==> src/rtl/key_entry_ctrl_pkg.sv <==
// Shared types and defaults for the serial keypad code-entry controller.
package key_entry_ctrl_pkg;

  typedef enum logic [1:0] {
    ST_IDLE    = 2'd0,
    ST_COLLECT = 2'd1,
    ST_FULL    = 2'd2
  } state_e;

  localparam int DEF_WIDTH   = 4;
  localparam int DEF_TIMEOUT = 50000000;
  localparam int DEF_TW      = 26;

endpackage

==> src/rtl/key_entry_ctrl_if.sv <==
// Button levels in, code word and status out; state is exported for observation.
interface key_entry_if #(
  parameter int WIDTH = 4
);
  import key_entry_ctrl_pkg::*;

  localparam int CW = $clog2(WIDTH + 1);

  // No back-pressure: valid is a one-cycle qualifier on dataout, consumer must take it then.
  logic            ln0;
  logic            ln1;
  logic            lnclr;
  logic [WIDTH-1:0] dataout;
  logic [CW-1:0]   cnt;
  logic            full;
  logic            valid;
  logic            err;
  logic            tout;
  state_e          state;

  modport master (
    output ln0, ln1, lnclr,
    input  dataout, cnt, full, valid, err, tout, state
  );

  modport slave (
    input  ln0, ln1, lnclr,
    output dataout, cnt, full, valid, err, tout, state
  );

endinterface

==> src/rtl/key_entry_ctrl_edge.sv <==
// Two-flop synchronizer followed by a registered rising-edge one-shot.
module key_edge (
  input  logic clk,
  input  logic reset,
  input  logic ln,
  output logic pulse
);

  logic l_q;
  logic ll_q;
  logic pulse_q;

  always_ff @(posedge clk or posedge reset) begin
    if (reset) begin
      l_q     <= 1'b0;
      ll_q    <= 1'b0;
      pulse_q <= 1'b0;
    end else begin
      l_q     <= ln;
      ll_q    <= l_q;
      pulse_q <= l_q & ~ll_q;
    end
  end

  assign pulse = pulse_q;

endmodule

==> src/rtl/key_entry_ctrl.sv <==
// Serial code entry: press detection, shift register, bit count, arbitration and idle timeout.
module key_entry_ctrl
  import key_entry_ctrl_pkg::*;
#(
  parameter int WIDTH   = DEF_WIDTH,
  parameter int TIMEOUT = DEF_TIMEOUT,
  parameter int TW      = DEF_TW
) (
  input  logic        clk,
  input  logic        reset,
  key_entry_if.slave  bus
);

  localparam int              CW       = $clog2(WIDTH + 1);
  localparam bit              TO_EN    = (TIMEOUT != 0);
  localparam logic [TW-1:0]   TO_LAST  = (TIMEOUT == 0) ? '0 : TW'(TIMEOUT - 1);
  localparam logic [CW-1:0]   CNT_LAST = CW'(WIDTH - 1);

  logic p0, p1, pc;

  key_edge u_edge0   (.clk(clk), .reset(reset), .ln(bus.ln0),   .pulse(p0));
  key_edge u_edge1   (.clk(clk), .reset(reset), .ln(bus.ln1),   .pulse(p1));
  key_edge u_edge_clr(.clk(clk), .reset(reset), .ln(bus.lnclr), .pulse(pc));

  state_e           state_q, state_d;
  logic [WIDTH-1:0] data_q,  data_d;
  logic [CW-1:0]    cnt_q,   cnt_d;
  logic [TW-1:0]    timer_q, timer_d;
  logic             valid_q, valid_d;
  logic             err_q,   err_d;
  logic             tout_q,  tout_d;

  always_ff @(posedge clk or posedge reset) begin
    if (reset) begin
      state_q <= ST_IDLE;
      data_q  <= '0;
      cnt_q   <= '0;
      timer_q <= '0;
      valid_q <= 1'b0;
      err_q   <= 1'b0;
      tout_q  <= 1'b0;
    end else begin
      state_q <= state_d;
      data_q  <= data_d;
      cnt_q   <= cnt_d;
      timer_q <= timer_d;
      valid_q <= valid_d;
      err_q   <= err_d;
      tout_q  <= tout_d;
    end
  end

  always_comb begin
    state_d = state_q;
    data_d  = data_q;
    cnt_d   = cnt_q;
    timer_d = timer_q;
    valid_d = 1'b0;
    err_d   = 1'b0;
    tout_d  = 1'b0;

    if (pc) begin
      state_d = ST_IDLE;
      data_d  = '0;
      cnt_d   = '0;
      timer_d = '0;
    end else if (p0 && p1) begin
      // A rejected press is not activity; the timer keeps running but stays saturated.
      err_d = 1'b1;
      if (TO_EN && (state_q == ST_COLLECT) && (timer_q < TO_LAST)) begin
        timer_d = timer_q + TW'(1);
      end
    end else if (p0 || p1) begin
      timer_d = '0;
      if (state_q == ST_FULL) begin
        data_d  = {p1, {(WIDTH-1){1'b0}}};
        cnt_d   = CW'(1);
        state_d = ST_COLLECT;
      end else begin
        data_d = {p1, data_q[WIDTH-1:1]};
        cnt_d  = cnt_q + CW'(1);
        if (cnt_q == CNT_LAST) begin
          state_d = ST_FULL;
          valid_d = 1'b1;
        end else begin
          state_d = ST_COLLECT;
        end
      end
    end else if (TO_EN && (state_q == ST_COLLECT)) begin
      if (timer_q >= TO_LAST) begin
        state_d = ST_IDLE;
        data_d  = '0;
        cnt_d   = '0;
        timer_d = '0;
        tout_d  = 1'b1;
      end else begin
        timer_d = timer_q + TW'(1);
      end
    end
  end

  assign bus.dataout = data_q;
  assign bus.cnt     = cnt_q;
  assign bus.full    = (state_q == ST_FULL);
  assign bus.valid   = valid_q;
  assign bus.err     = err_q;
  assign bus.tout    = tout_q;
  assign bus.state   = state_q;

endmodule

==> src/flat_wrapper.sv <==
// flat-port wrapper written by rule: the top's interface ports become plain ports
module key_entry_ctrl_flat import key_entry_ctrl_pkg::*;
#(
  parameter int WIDTH   = DEF_WIDTH,
  parameter int TIMEOUT = DEF_TIMEOUT,
  parameter int TW      = DEF_TW
)
  (clk, reset, bus_ln0, bus_ln1, bus_lnclr, bus_dataout, bus_cnt, bus_full, bus_valid, bus_err, bus_tout, bus_state);
  key_entry_if #(.WIDTH(WIDTH)) bus_i ();
  input  logic clk;
  input  logic reset;
  input wire logic [$bits(bus_i.ln0)-1:0] bus_ln0;
  input wire logic [$bits(bus_i.ln1)-1:0] bus_ln1;
  input wire logic [$bits(bus_i.lnclr)-1:0] bus_lnclr;
  output wire logic [$bits(bus_i.dataout)-1:0] bus_dataout;
  output wire logic [$bits(bus_i.cnt)-1:0] bus_cnt;
  output wire logic [$bits(bus_i.full)-1:0] bus_full;
  output wire logic [$bits(bus_i.valid)-1:0] bus_valid;
  output wire logic [$bits(bus_i.err)-1:0] bus_err;
  output wire logic [$bits(bus_i.tout)-1:0] bus_tout;
  output wire logic [$bits(bus_i.state)-1:0] bus_state;
  assign bus_i.ln0 = bus_ln0;
  assign bus_i.ln1 = bus_ln1;
  assign bus_i.lnclr = bus_lnclr;
  assign bus_dataout = bus_i.dataout;
  assign bus_cnt = bus_i.cnt;
  assign bus_full = bus_i.full;
  assign bus_valid = bus_i.valid;
  assign bus_err = bus_i.err;
  assign bus_tout = bus_i.tout;
  assign bus_state = bus_i.state;
  key_entry_ctrl #(.WIDTH(WIDTH), .TIMEOUT(TIMEOUT), .TW(TW)) u_core (.clk(clk), .reset(reset), .bus(bus_i));
endmodule
==> config.mk <==
export PLATFORM = sky130hd
export DESIGN_NAME = key_entry_ctrl_flat
export DESIGN_NICKNAME = d
export VERILOG_FILES = /design/src/rtl/key_entry_ctrl_pkg.sv /design/src/rtl/key_entry_ctrl_if.sv /design/src/rtl/key_entry_ctrl_edge.sv /design/src/rtl/key_entry_ctrl.sv /design/src/flat_wrapper.sv
export SDC_FILE = /design/constraint.sdc
export NUM_CORES = 1
export LEC_CHECK = 0
export BUFFER_PORTS_ARGS = -buffer_cell sky130_fd_sc_hd__buf_2
export CORE_MARGIN = 2
export CORE_UTILIZATION = 45
export CTS_BUF_LIST = sky130_fd_sc_hd__clkbuf_2
export DETAILED_ROUTE_END_ITERATION = 7
export PLACE_DENSITY = 0.64
export SLEW_MARGIN = 20
export SYNTH_ARGS = -nofsm -noshare
export SYNTH_HDL_FRONTEND = slang
export SYNTH_HIERARCHICAL = 1
export SYNTH_SLANG_ARGS = --single-unit
==> constraint.sdc <==
create_clock -name clk -period 3 [get_ports clk]
set_input_delay 0.3 -clock clk [delete_from_list [all_inputs] [get_ports clk]]
set_output_delay 0.3 -clock clk [all_outputs]
set_load 0.02 [all_outputs]
==> summary.txt <==
Outcome
  • Status: finished clean

Routing
  • Antenna-violating nets left: 0
  • WL final: roughly 4600 um
  • DR WL/cell: approximately 14 um
  • DRC: 0
  • Drt pass-1 iters: 4
  • Initial DRC Count: 152
  • Vias: about 1,900
  • Avg Vias per Cell: between 5 and 6

Clock network
  • CTS Buf Count: 5
  • Htree depth: 2
  • CTS tree: done
  • Worst-Skew Late Latency: between 0.4 and 0.5 ns
  • Post-CTS Setup Repair Bufs: 0
  • Root Driver: clkbuf_2
  • Maximum clock path buffer count: 2
  • Clk slew on worst S/H paths: between 0.2 and 0.25 ns
  • CTS Sinks: 47

STA
  • RSZ-0062 raised after global routing: no
  • Tcrit/Tclk final: 0.831
  • Max Fclk: ~400 MHz
  • Final count of pins violating max slew: 0
  • Worst slew margin relative to its limit: 0.574
  • Worst-Margin Slew: ~0.63 ns
  • Final-report setup violation count: 0
  • Clock skew: 0.0248 ns
  • Setup_tns: 0 ns
  • Final WS setup: between 0.5 and 0.6 ns
  • Final hold violations: 0
  • Fin crit period: roughly 2.5 ns
  • Hold WS: 0.287 ns

Synth
  • Most frequent cell after synthesis: dfrtp_1
  • Synth Flop Type: dfrtp_1
  • Avg Inst Size Synth: ~9.9 um^2
  • Synth area leaders: dfrtp_1 50%, nand2_1 5.3%, a21oi_1 3.6%
  • Synth warn: 6
  • Number of flops mapped to enable cells by yosys: 0
  • Most frequent cells after synthesis: 47 x dfrtp_1, 33 x nand2_1, 17 x a21oi_1
  • Flops & latches, synth: 47
  • Async S/R FF share, synth: 1.00
  • Syn Inst Count: between 200 and 250
  • Synth cell types: 39
  • Yosys top cell by area: dfrtp_1
  • Area share of the largest cell type after synthesis: 0.499
  • Cell Area, Synth: between 2000 and 2500 um^2
  • Syn Nets: roughly 250
  • Post-synthesis sequential area ratio: 0.499

Place
  • PortBufs: 17
  • Dpl hpwl: roughly 3200 um
  • Gpl congestion: 0.754
  • Dpl cells: about 320
  • DP Worst Slack: around 0.52 ns

GRT
  • First-pass GRT wire length: just under 8000 um
  • Total track usage: 0.168
  • Most Crowded Layer GR: met2
  • Number of global-route vias before repair: ~1,700
  • Grt met3 use: 0.0355
  • GRT met2 Usage: 0.263
  • Initial antenna violation count: 0
  • Pin count of the biggest net entering global routing: 44
  • GRT overflow: 0
  • GR Util met1: 0.233

Floorplanning
  • Horiz. Die Dim: 76.4 um
  • Core Box Area: between 5000 and 6000 um^2
  • Die area: 5830 um^2
  • Die height: roughly 76 um
  • FP Rows: 26
  • I/O pin total: 18
  • Initial Util: 0.464

Pwr
  • Pwr dens: approximately 450 nW/um^2
  • Total power draw: around 0.0012 W
  • IR drop worst, VDD: approximately 0.00024 V
  • Leak pwr: roughly 1.2 nW

Critical path
  • CP Class: reg -> reg
  • Critical Path AT: approximately 2.8 ns
  • Crit path capture type: flop
  • Crit start category: flop
  • Max FO, Critical Path: 43
  • CP Data Required Time: 3.35 ns

Run
  • # Max-Cap Violations: 0

Final layout
  • Area Overhead vs Synth: 10.0%
  • Share of post-route cells with drive strength above 1: 0.148
  • Final Non-Filler Cells: about 330
  • NumNets Final: between 200 and 300
  • Number of diodes: 0

Min path
  • Worst Hold Class: in -> async
==> power breakdown <==
part | total (W) | leakage [nW] | switching (W) | internal, W
clock | 0.000270 | 0.0333 | 0.000208 | 0.0000613
combinational | 0.000216 | 0.574 | 0.000146 | 0.0000699
sequential | 0.000690 | 0.634 | 0.0000273 | 0.000663
==> cell type report <==
class                   count  area [um^2]
well taps                  70         87.6
inverters                   9         33.8
repair buffers             25          155
multi-input cells         174         1090
clock buffers               5         25.0
clock inverters             3         22.5
fillers                   500         2480
flip-flops and latches     47         1180
==> sequential cells by signal, indices dropped and copies added, names as in the netlist <==
name                     cells
u_core/timer_q              26
u_core/u_edge0/ll_q          1
u_core/u_edge_clr/ll_q       1
u_core/bus.tout              1
u_core/bus.cnt               3
u_core/u_edge1/l_q           1
u_core/u_edge0/l_q           1
u_core/u_edge1/ll_q          1
u_core/u_edge_clr/pulse      1
u_core/bus.dataout           4
u_core/u_edge1/pulse         1
u_core/bus.state             2
u_core/u_edge0/pulse         1
u_core/u_edge_clr/l_q        1
u_core/bus.err               1
u_core/bus.valid             1
==> layout by cell type (no fill, tap or decap), types with 2 or more instances in the layout <==
| cell type | instances |
|---|---|
| nor2_1 | 5 |
| inv_1 | 9 |
| or4_1 | 11 |
| a211o_1 | 2 |
| buf_4 | 4 |
| nand2b_1 | 4 |
| dlygate4sd3_1 | 4 |
| dfrtp_1 | 47 |
| and2_1 | 2 |
| and3_1 | 4 |
| nand2_1 | 33 |
| a21o_1 | 6 |
| or3_1 | 13 |
| o21ai_0 | 12 |
| clkbuf_2 | 5 |
| nor3_1 | 6 |
| buf_2 | 17 |
| ha_1 | 3 |
| nor4_1 | 3 |
| nand3_1 | 15 |
| nand4_1 | 4 |
| nor2b_4 | 3 |
| mux2i_1 | 2 |
| a2111oi_0 | 2 |
| o211ai_1 | 7 |
| a21oi_1 | 17 |
| and4_1 | 4 |
| o31ai_1 | 4 |
==> worst max-delay path: stages (launching register included) <==
cell and delay (ns):
dfrtp_1 0.48, ha_1 0.26, and2_1 0.20, a21oi_2 0.20
o41ai_4 0.13, o31a_4 0.51, or4_1 0.50, a21oi_1 0.15
==> timing repair <==
action	4_1_cts	5_1_grt
endpoints found under the hold margin	50	0
hold buffers	4	0
gates resized for setup	0	0
==> kinds of logic (layout without fill, tap and decap cells) <==
logic type      Yosys count  in the layout  share of synthesized area
compound gates           57             57                      0.168
flops                    47             47                      0.499
buf+inv                  18             42                     0.0372
fa+ha+maj                 3              3                     0.0159
mux                       2              2                    0.00849
simple gates            112            112                      0.271
==> per-stage QoR <==
stage | utilization | instance area (um^2)
5_1_grt | 0.511 | 2590
2_1_floorplan | - | 2360
6_report | 0.511 | 2590
3_3_place_gp | 0.494 | 2510
3_5_place_dp | 0.494 | 2510
4_1_cts | 0.511 | 2590
==> worst paths after layout <==
check	slack (ns)	to	start	cells after the start
max	0.51	u_core/timer_q[9]$_DFFE_PP0P_	u_core/timer_q[0]$_DFFE_PP0P_	7
min	0.29	u_core/u_edge1/ll_q$_DFF_PP0_	reset	3
max reg2reg	0.51	u_core/timer_q[9]$_DFFE_PP0P_	u_core/timer_q[0]$_DFFE_PP0P_	7
min reg2reg	0.42	u_core/u_edge0/ll_q$_DFF_PP0_	u_core/u_edge0/l_q$_DFF_PP0_	0
max in group asynchronous	2.12	u_core/timer_q[1]$_DFFE_PP0P_	reset	4
min in group clk	0.42	u_core/u_edge0/ll_q$_DFF_PP0_	u_core/u_edge0/l_q$_DFF_PP0_	0
==> metal layers <==
| metal | vias to the layer above | routed length, um |
|---|---|---|
| li1 | 939 | - |
| met5 | - | 0 |
| met4 | 0 | 39 |
| met3 | 4 | 169 |
| met1 | 902 | 2230 |
| met2 | 32 | 2190 |
Power figures use the tool's default switching activity.
